===== config.mk =====
export PLATFORM = sky130hd
export DESIGN_NAME = moore_seq_arbiter
export DESIGN_NICKNAME = d
export VERILOG_FILES = /design/src/rtl/moore_seq_arbiter.sv
export SDC_FILE = /design/constraint.sdc
export NUM_CORES = 1
export LEC_CHECK = 0
export CAP_MARGIN = 20
export CORE_MARGIN = 2
export CORE_UTILIZATION = 27
export CTS_BUF_LIST = sky130_fd_sc_hd__clkbuf_8
export DETAILED_ROUTE_END_ITERATION = 6
export DONT_BUFFER_PORTS = 1
export REMOVE_ABC_BUFFERS = 1
export SKIP_LAST_GASP = 1
export SYNTH_ARGS = -nofsm -noshare
export SYNTH_HDL_FRONTEND = slang
export SYNTH_SLANG_ARGS = --single-unit

===== constraint.sdc =====
create_clock -name CLK -period 1.5 [get_ports CLK]
set_input_delay 0 -clock CLK [delete_from_list [all_inputs] [get_ports CLK]]
set_output_delay 0 -clock CLK [all_outputs]
set_load 0.01 [all_outputs]

===== src/rtl/moore_seq_arbiter.sv =====
// -----------------------------------------------------------------------------
// moore_seq_arbiter
//
// Purpose:
//   Shares one four-phase Moore sequence engine (P1 -> P2|P3 -> P4) among
//   N_REQ requesters. In IDLE, and in P4 whenever a request is pending, the
//   block picks a winner. It latches that requester's branch bit and steps
//   the engine through its phases. A run always completes once granted; only
//   CLR can abandon it.
//
// Configuration macro:
//   ARB_FIXED_PRIO_EN  defined   -> fixed priority, lowest asserted index wins
//                      undefined -> round-robin starting at rr_ptr (default)
//
// Ports:
//   CLK      in   1      clock, rising edge
//   CLR      in   1      synchronous active-low reset
//   req      in   N_REQ  per-requester run request (level)
//   sel_x1   in   N_REQ  per-requester branch bit, sampled for the winner only
//   grant    out  N_REQ  registered one-hot grant, zero when idle
//   busy     out  1      high in any phase state
//   phase    out  2      00=P1 01=P2 10=P3 11=P4, 00 when idle
//   seq_out  out  1      Moore output of the engine
//   done     out  1      high during P4
//   done_id  out  ID_W   index of the requester being served
//   run_cnt  out  CNT_W  completed-run counter, wraps
// -----------------------------------------------------------------------------
module moore_seq_arbiter #(
    parameter int N_REQ = 4,
    parameter int ID_W  = 2,
    parameter int CNT_W = 8
) (
    input  logic             CLK,
    input  logic             CLR,
    input  logic [N_REQ-1:0] req,
    input  logic [N_REQ-1:0] sel_x1,
    output logic [N_REQ-1:0] grant,
    output logic             busy,
    output logic [1:0]       phase,
    output logic             seq_out,
    output logic             done,
    output logic [ID_W-1:0]  done_id,
    output logic [CNT_W-1:0] run_cnt
);

    typedef enum logic [2:0] {
        S_IDLE = 3'd0,
        S_P1   = 3'd1,
        S_P2   = 3'd2,
        S_P3   = 3'd3,
        S_P4   = 3'd4
    } state_t;

    state_t           state,      state_nxt;
    logic [N_REQ-1:0] grant_nxt;
    logic [ID_W-1:0]  done_id_nxt;
    logic             x1_lat,     x1_lat_nxt;
    logic [CNT_W-1:0] run_cnt_nxt;
    logic [ID_W-1:0]  win_idx;
    logic             any_req;

`ifndef ARB_FIXED_PRIO_EN
    logic [ID_W-1:0]  rr_ptr,     rr_ptr_nxt;

    // First asserted request at or after ptr, searching upward with wrap.
    // The loop runs from the farthest offset down so the nearest hit wins.
    function automatic logic [ID_W-1:0] rr_pick(input logic [N_REQ-1:0] r,
                                                input logic [ID_W-1:0]  ptr);
        logic [ID_W-1:0] pick;
        int              j;
        pick = '0;
        for (int i = N_REQ - 1; i >= 0; i--) begin
            j = int'(ptr) + i;
            if (j >= N_REQ) j = j - N_REQ;
            if (r[j]) pick = ID_W'(j);
        end
        return pick;
    endfunction

    // Pointer moves to one past the winner, modulo N_REQ (N_REQ need not be
    // a power of two, so the wrap is explicit).
    function automatic logic [ID_W-1:0] rr_advance(input logic [ID_W-1:0] w);
        return (int'(w) == N_REQ - 1) ? '0 : w + ID_W'(1);
    endfunction
`else
    function automatic logic [ID_W-1:0] prio_pick(input logic [N_REQ-1:0] r);
        logic [ID_W-1:0] pick;
        pick = '0;
        for (int i = N_REQ - 1; i >= 0; i--) begin
            if (r[i]) pick = ID_W'(i);
        end
        return pick;
    endfunction
`endif

    assign any_req = |req;

`ifndef ARB_FIXED_PRIO_EN
    assign win_idx = rr_pick(req, rr_ptr);
`else
    assign win_idx = prio_pick(req);
`endif

    // -------------------------------------------------------------------------
    // Next-state and next-register logic
    // -------------------------------------------------------------------------
    always_comb begin
        // NOTE: every variable gets its hold value first, so no path through
        // the case statement can leave one unassigned and infer a latch.
        state_nxt   = state;
        grant_nxt   = grant;
        done_id_nxt = done_id;
        x1_lat_nxt  = x1_lat;
        run_cnt_nxt = run_cnt;
`ifndef ARB_FIXED_PRIO_EN
        rr_ptr_nxt  = rr_ptr;
`endif

        case (state)
            S_IDLE: begin
                if (any_req) begin
                    state_nxt   = S_P1;
                    grant_nxt   = {{(N_REQ-1){1'b0}}, 1'b1} << win_idx;
                    done_id_nxt = win_idx;
                    x1_lat_nxt  = sel_x1[win_idx];
`ifndef ARB_FIXED_PRIO_EN
                    rr_ptr_nxt  = rr_advance(win_idx);
`endif
                end
            end
            S_P1:    state_nxt = x1_lat ? S_P2 : S_P3;
            S_P2:    state_nxt = S_P4;
            S_P3:    state_nxt = S_P4;
            S_P4: begin
                run_cnt_nxt = run_cnt + CNT_W'(1);
                if (any_req) begin
                    // Back-to-back hand-over: the new grant replaces the
                    // outgoing one on this same edge, with no idle bubble.
                    state_nxt   = S_P1;
                    grant_nxt   = {{(N_REQ-1){1'b0}}, 1'b1} << win_idx;
                    done_id_nxt = win_idx;
                    x1_lat_nxt  = sel_x1[win_idx];
`ifndef ARB_FIXED_PRIO_EN
                    rr_ptr_nxt  = rr_advance(win_idx);
`endif
                end else begin
                    state_nxt = S_IDLE;
                    grant_nxt = '0;
                end
            end
            default: begin
                state_nxt = S_IDLE;
                grant_nxt = '0;
            end
        endcase
    end

    // -------------------------------------------------------------------------
    // State and data registers; reset wins over every other event
    // -------------------------------------------------------------------------
    always_ff @(posedge CLK) begin
        // NOTE: non-blocking assignments so every register samples the
        // pre-edge values, independent of statement order.
        if (!CLR) begin
            state   <= S_IDLE;
            grant   <= '0;
            done_id <= '0;
            x1_lat  <= 1'b0;
            run_cnt <= '0;
`ifndef ARB_FIXED_PRIO_EN
            rr_ptr  <= '0;
`endif
        end else begin
            state   <= state_nxt;
            grant   <= grant_nxt;
            done_id <= done_id_nxt;
            x1_lat  <= x1_lat_nxt;
            run_cnt <= run_cnt_nxt;
`ifndef ARB_FIXED_PRIO_EN
            rr_ptr  <= rr_ptr_nxt;
`endif
        end
    end

    // -------------------------------------------------------------------------
    // Moore output decode (state only)
    // -------------------------------------------------------------------------
    always_comb begin
        phase   = 2'b00;
        seq_out = 1'b0;
        case (state)
            S_P1: begin phase = 2'b00; seq_out = 1'b1; end
            S_P2: begin phase = 2'b01; seq_out = 1'b1; end
            S_P3: begin phase = 2'b10; seq_out = 1'b0; end
            S_P4: begin phase = 2'b11; seq_out = 1'b0; end
            default: begin phase = 2'b00; seq_out = 1'b0; end
        endcase
    end

    assign busy = (state != S_IDLE);
    assign done = (state == S_P4);

endmodule


After elaboration in Yosys (flattened, before gate mapping) --
Index checks and enable logic that the tools add are counted. Widths: inputs -> output; s select.
Word-level totals: logic and storage cells 73, input port bits 10, register bits after elaboration 20, output and inout port bits 19
Operators by class: equality and inequality tests 6, shift-type cells 1, $lt $le $gt $ge 9, add/subtract/negate cells 9, reductions and logical operators 9, multiplexer cells 32, bitwise gates (word level) 1
Operators by type and width (number):
- $lt 32x4->1 const B | 4
- $mux 32 | 4
- $mux 1 | 12
- $pmux 3 s4 | 1
- $pmux 4 s3 | 1
- $sub 3x3->4 const B | 3
- $bmux 1 s2 | 5
- $mux 2 | 5
- $ge 3x3->1 const B | 3
- $add 8x1->8 const B | 1
- $mux 4 | 2
- $add 2x2->3 const B | 2
- $eq 3x2->1 const B | 2
- $pmux 2 s3 | 1
- $reduce_or 2->1 | 3
- $reduce_and 2->1 | 2
- $reduce_or 4->1 | 1
- $shl 1x2->4 const A | 1
- $sub 2x3->4 const B | 1
- $add 2x1->3 const B | 1
- $eq 3x1->1 const B | 1
- $eq 3x3->1 const B | 1
- $ge 2x3->1 const B | 1
- $logic_not 3->1 | 1
- 8 further kinds | 8

Longest topological paths before layout --
word-level depth 13, depth in mapped cells 8, mapped depth without buffers 7

Worst setup path before layout --
No wires, ideal clock.
path type register -> register, from register rr_ptr[1], to register grant[0], stages on the path, launching flop included 8, data required time 1.385 ns, buffers on the path 0, clock period less this slack 1.619 ns, setup slack -0.119 ns, arrival time 1.504 ns, setup time 0.115 ns, cell sequence dfxtp_1 mux2i_1 nor2_1 a311oi_2 inv_1 ha_1 a21oi_1 nor2b_1
Between the ends: cells in the longest elaborated chain, start to end 13, elaborated cells between the ends (all ways) 35, classes of those cells add/sub: 7; order compare: 4; shift: 1; mux: 23
Ends and longest elaborated chain:
- from (decl) | line 63 | logic [ID_W-1:0] rr_ptr, rr_ptr_nxt;
- from (signal assigned) | line 180 | rr_ptr <= rr_ptr_nxt;
- $add 2x2->3 | line 73 | j = int'(ptr) + i;
- $sub 3x3->4 / $ge 3x3->1 (equally long branches) | line 74 | if (j >= N_REQ) j = j - N_REQ;
- $mux 32 | line 74
- $bmux 1 s2 | line 75 | if (r[j]) pick = ID_W'(j);
- $mux 1 (not written as such) (2 in series) | line 75
- $mux 2 (3 in series) | line 75
- $mux 2 * | line 75
- named net win_idx[0] | line 59 | logic [ID_W-1:0] win_idx;
- $shl 1x2->4 * | line 123, 140
- $mux 4 (on tied branches) | line 136, 121
- $pmux 4 s3 * | line 119 | case (state)
- to (signal assigned) | line 175 | grant <= grant_nxt;
- to (decl) | line 37 | output logic [N_REQ-1:0] grant,
Mark *: on every way through the listed nets, which the timed path passes. The rest lies on a longest branch. The select of a mux whose other input is x is not followed. A chain may end at the register's enable or synchronous reset.

Worst setup path in the final report --
from register rr_ptr[1], to register rr_ptr[1]
Between the ends: cells in the longest elaborated chain, start to end 12, elaborated cells between the ends (all ways) 34, classes of those cells add/sub: 8; order compare: 4; eq/ne: 1; mux: 21
Ends and longest elaborated chain:
- $add 2x2->3 | line 73
- $sub 3x3->4 / $ge 3x3->1 (equally long branches) | line 74
- $mux 32 | line 74
- $bmux 1 s2 | line 75
- $mux 1 (not written as such) (2 in series) | line 75
- $mux 2 (3 in series) | line 75
- $mux 2 * | line 75
- named net win_idx[0] | line 59
- $add 2x1->2 / $eq 2x1->1 (equally long branches) | line 83 | return (int'(w) == N_REQ - 1) ? '0 : w + ID_W'(1);
- $mux 2 * | line 83
Marked as above.

==> reports/qor.yml <==
status: "finished clean"
fin_nets: 137
fin_crit_sh_pct: 99.7
htreeDepth: 1
syn_avg_cell_area_um2: 9.67
tightest_slew_ns: 0.622
final_cell_mix: "18 x dfxtp_1, 10 x buf_4, 8 x a21oi_1, 8 x nor2b_1"
port_buffers: 0
routed_via_density: 4.66
finalWeightedCongestion: 0.726
place_inst: 161
clk_path_buf_depth: 2
cts-root-buf: "clkbuf_8"
yosysUniqueCellTypes: 34
cp.required_ns: 1.65
drv_cap: 0
reg2reg_slack_ns: 0.005
start_util_pct: 28.6
setup_viol: 0
endpoint_kind: "register"
hold_end: "x1_lat"
r2r-start: "rr_ptr[1]"
crit_top_cell: "mux2i_1"
p_per_area_mw_per_mm2: 1180
tns_ns: 0
timing.fmax_mhz: 669
ys.flop_type: "dfxtp_1"
final_cell_count_no_fill: 169
final_max_slew_viol_count: 0
synthToLayoutAreaGrowth_pct: 22.7
cp_top_family: "flip-flops"
hpwl_um: 1580
routedWlPerCell_um: 12.8
synth_edf_count: 0
row_count: 22
syn_inst: 110
cp.arrival_ns: 1.65
drc_errors: 0
diodes: 0
hp-start: "sel_x1[0]"
final_common_cell: "dfxtp_1"
ys_seq_area_share_pct: 37.6
skew_ns: 0.00276
hold_path.class: "in2reg"
die-height_um: 66.8
min_path_cells: 2
hold_viol: 0
dieArea_mm2: 0.00446
max_slew_margin_pct: 58.4
die_w_um: 66.8
min_period_ns: 1.50
cts_buffers: 3
final_core_util_pct: 35.1
yosys_warnings: 0
drive_above_1_share_pct: 25.6
ios: 29
path_clk_slew_ns: 0.08
ir_worst_vdd_v: 0.000428
path_class: "reg2reg"
grt_max_degree: 23
grt_use_total_pct: 10.5
grt_first_pass_wirelength_um: 3440
crit_fanout: 4
cp_cell_sequence: "mux2i_1, nor2_1, a311oi_2, ha_1, mux2i_1, nor2b_1"
rsz0062_at_grt: "true"
antenna_found_initial: 0
worstSetupStartpointType: "register"
rr_endpoint: "rr_ptr[1]"
grt_overflow: 0
grt_pass1_vias: 780
p_leak_nw: 0.508
syn_area_mm2: 0.00106
reg2reg_depth: 6
drt_iter0_markers: 17
dr_total_vias: 788
postRouteWirelength_um: 2170
ant_nets: 0
drtPass1Iterations: 4
core_mm2: 0.00372
cts_tree: "done"
clock_latency_ns: 0.26
clock-sinks: 20
synth_seq_cells: 20
slowest_delay_ns: 0.36
async_flop_share_pct: 0
hold_ws_ns: 0.00243
crit_buf_inv: 0
slowest_stage: "dfxtp_2"
==> cell type report <==
type	count	area, um^2
timing repair buffer	14	116
sequential	20	403
inverter	4	15.0
clock inverter	1	30.0
fill	403	2410
tap	48	60.1
multi-input combinational	79	639
clock buffer	3	41.3
==> logic make-up (layout without fill, tap and decap cells) <==
group                      Yosys count  after routing  synth area share [%]
and+or+nand+nor                     43             43                  27.6
DFF                                 20             20                  37.6
AOI/OAI and AO/OA                   15             15                  9.06
buffers and inverters               11             22                  5.76
xor gates and xnor gates             9              9                  7.41
muxes                                7              7                  6.59
adders and majority gates            5              5                  5.88
==> routing by layer <==
layer  share of wire [%]  vias to the layer above  global-route usage [%]
met5                   0                        -                       0
met4                0.60                        0                    2.30
met3                 8.2                        2                    4.56
met2                  51                       24                    19.1
met1                  40                      365                    11.0
li1                    -                      397                       -
==> state kept, by name (all words and copies together), names as in the netlist <==
signal   count
rr_ptr       2
grant        4
x1_lat       1
state        3
done_id      2
run_cnt      8
==> worst reg2reg max path, delay by kind of cell, from the launching register on <==
family,cells,cell delay [ns]
compound gates,1,0.29
fa+ha+maj,1,0.29
simple gates,2,0.13
mux,2,0.33
flops,1,0.36
==> Yosys cell counts (all sizes together), types with 2 or more instances <==
master  instances  area share (%)
nand3           3             2.4
xor2            2             1.6
ha              5             5.9
nand3b          2             1.4
and2            7             4.1
mux2i           7             6.6
a21oi           9             4.2
xnor2           7             5.8
dfxtp          20              38
nand4           2             1.2
nand2           2            0.71
nor3b           6             5.3
inv             4             1.4
nor2b           8             4.7
nor2            5             1.8
o21ai           2            0.94
buf             4             3.3
clkbuf          3             1.1
==> repair_timing <==
item	4_1_cts	5_1_grt
buffers inserted	0	1
pin swaps	1	4
cloned	0	0
endpoints found under the setup margin	5	5
resized for setup	3	10
hold endpoints to repair	20	0
hold buffers	3	0
==> stage by stage <==
| step | setup slack, ns | area [um^2] | power (W) |
|---|---|---|---|
| final | 0.00458 | 1310 | 0.00153 |
| after global routing | -0.145 | 1310 | 0.00163 |
| after CTS | -0.0167 | 1260 | 0.00151 |
| after detailed placement | -0.103 | 1150 | 0.000949 |
| after global placement | -0.0399 | 1150 | 0.000939 |
| after floorplan | -0.145 | 1020 | 0.000846 |
==> where the power goes <==
group | internal, W | switching, W | total [W]
Sequential | 0.000580 | 0.0000462 | 0.000626
Combinational | 0.000181 | 0.000183 | 0.000364
Clock | 0.000356 | 0.000189 | 0.000545
==> how the worst max path moves through the flow <==
| stage | start | to | slack [ns] | cells past startpoint |
|---|---|---|---|---|
| after detailed placement | rr_ptr[1] | grant[2] | -0.10 | 7 |
| after global placement | rr_ptr[1] | grant[0] | -0.04 | 7 |
| final | rr_ptr[1] | rr_ptr[1] | 0.005 | 6 |
| after global routing | rr_ptr[1] | grant[0] | -0.14 | 7 |
| after floorplan | state[2] | run_cnt[5] | -0.14 | 5 |
| after CTS | rr_ptr[1] | grant[2] | -0.02 | 7 |
No activity file was read; power rests on OpenSTA's default activity.
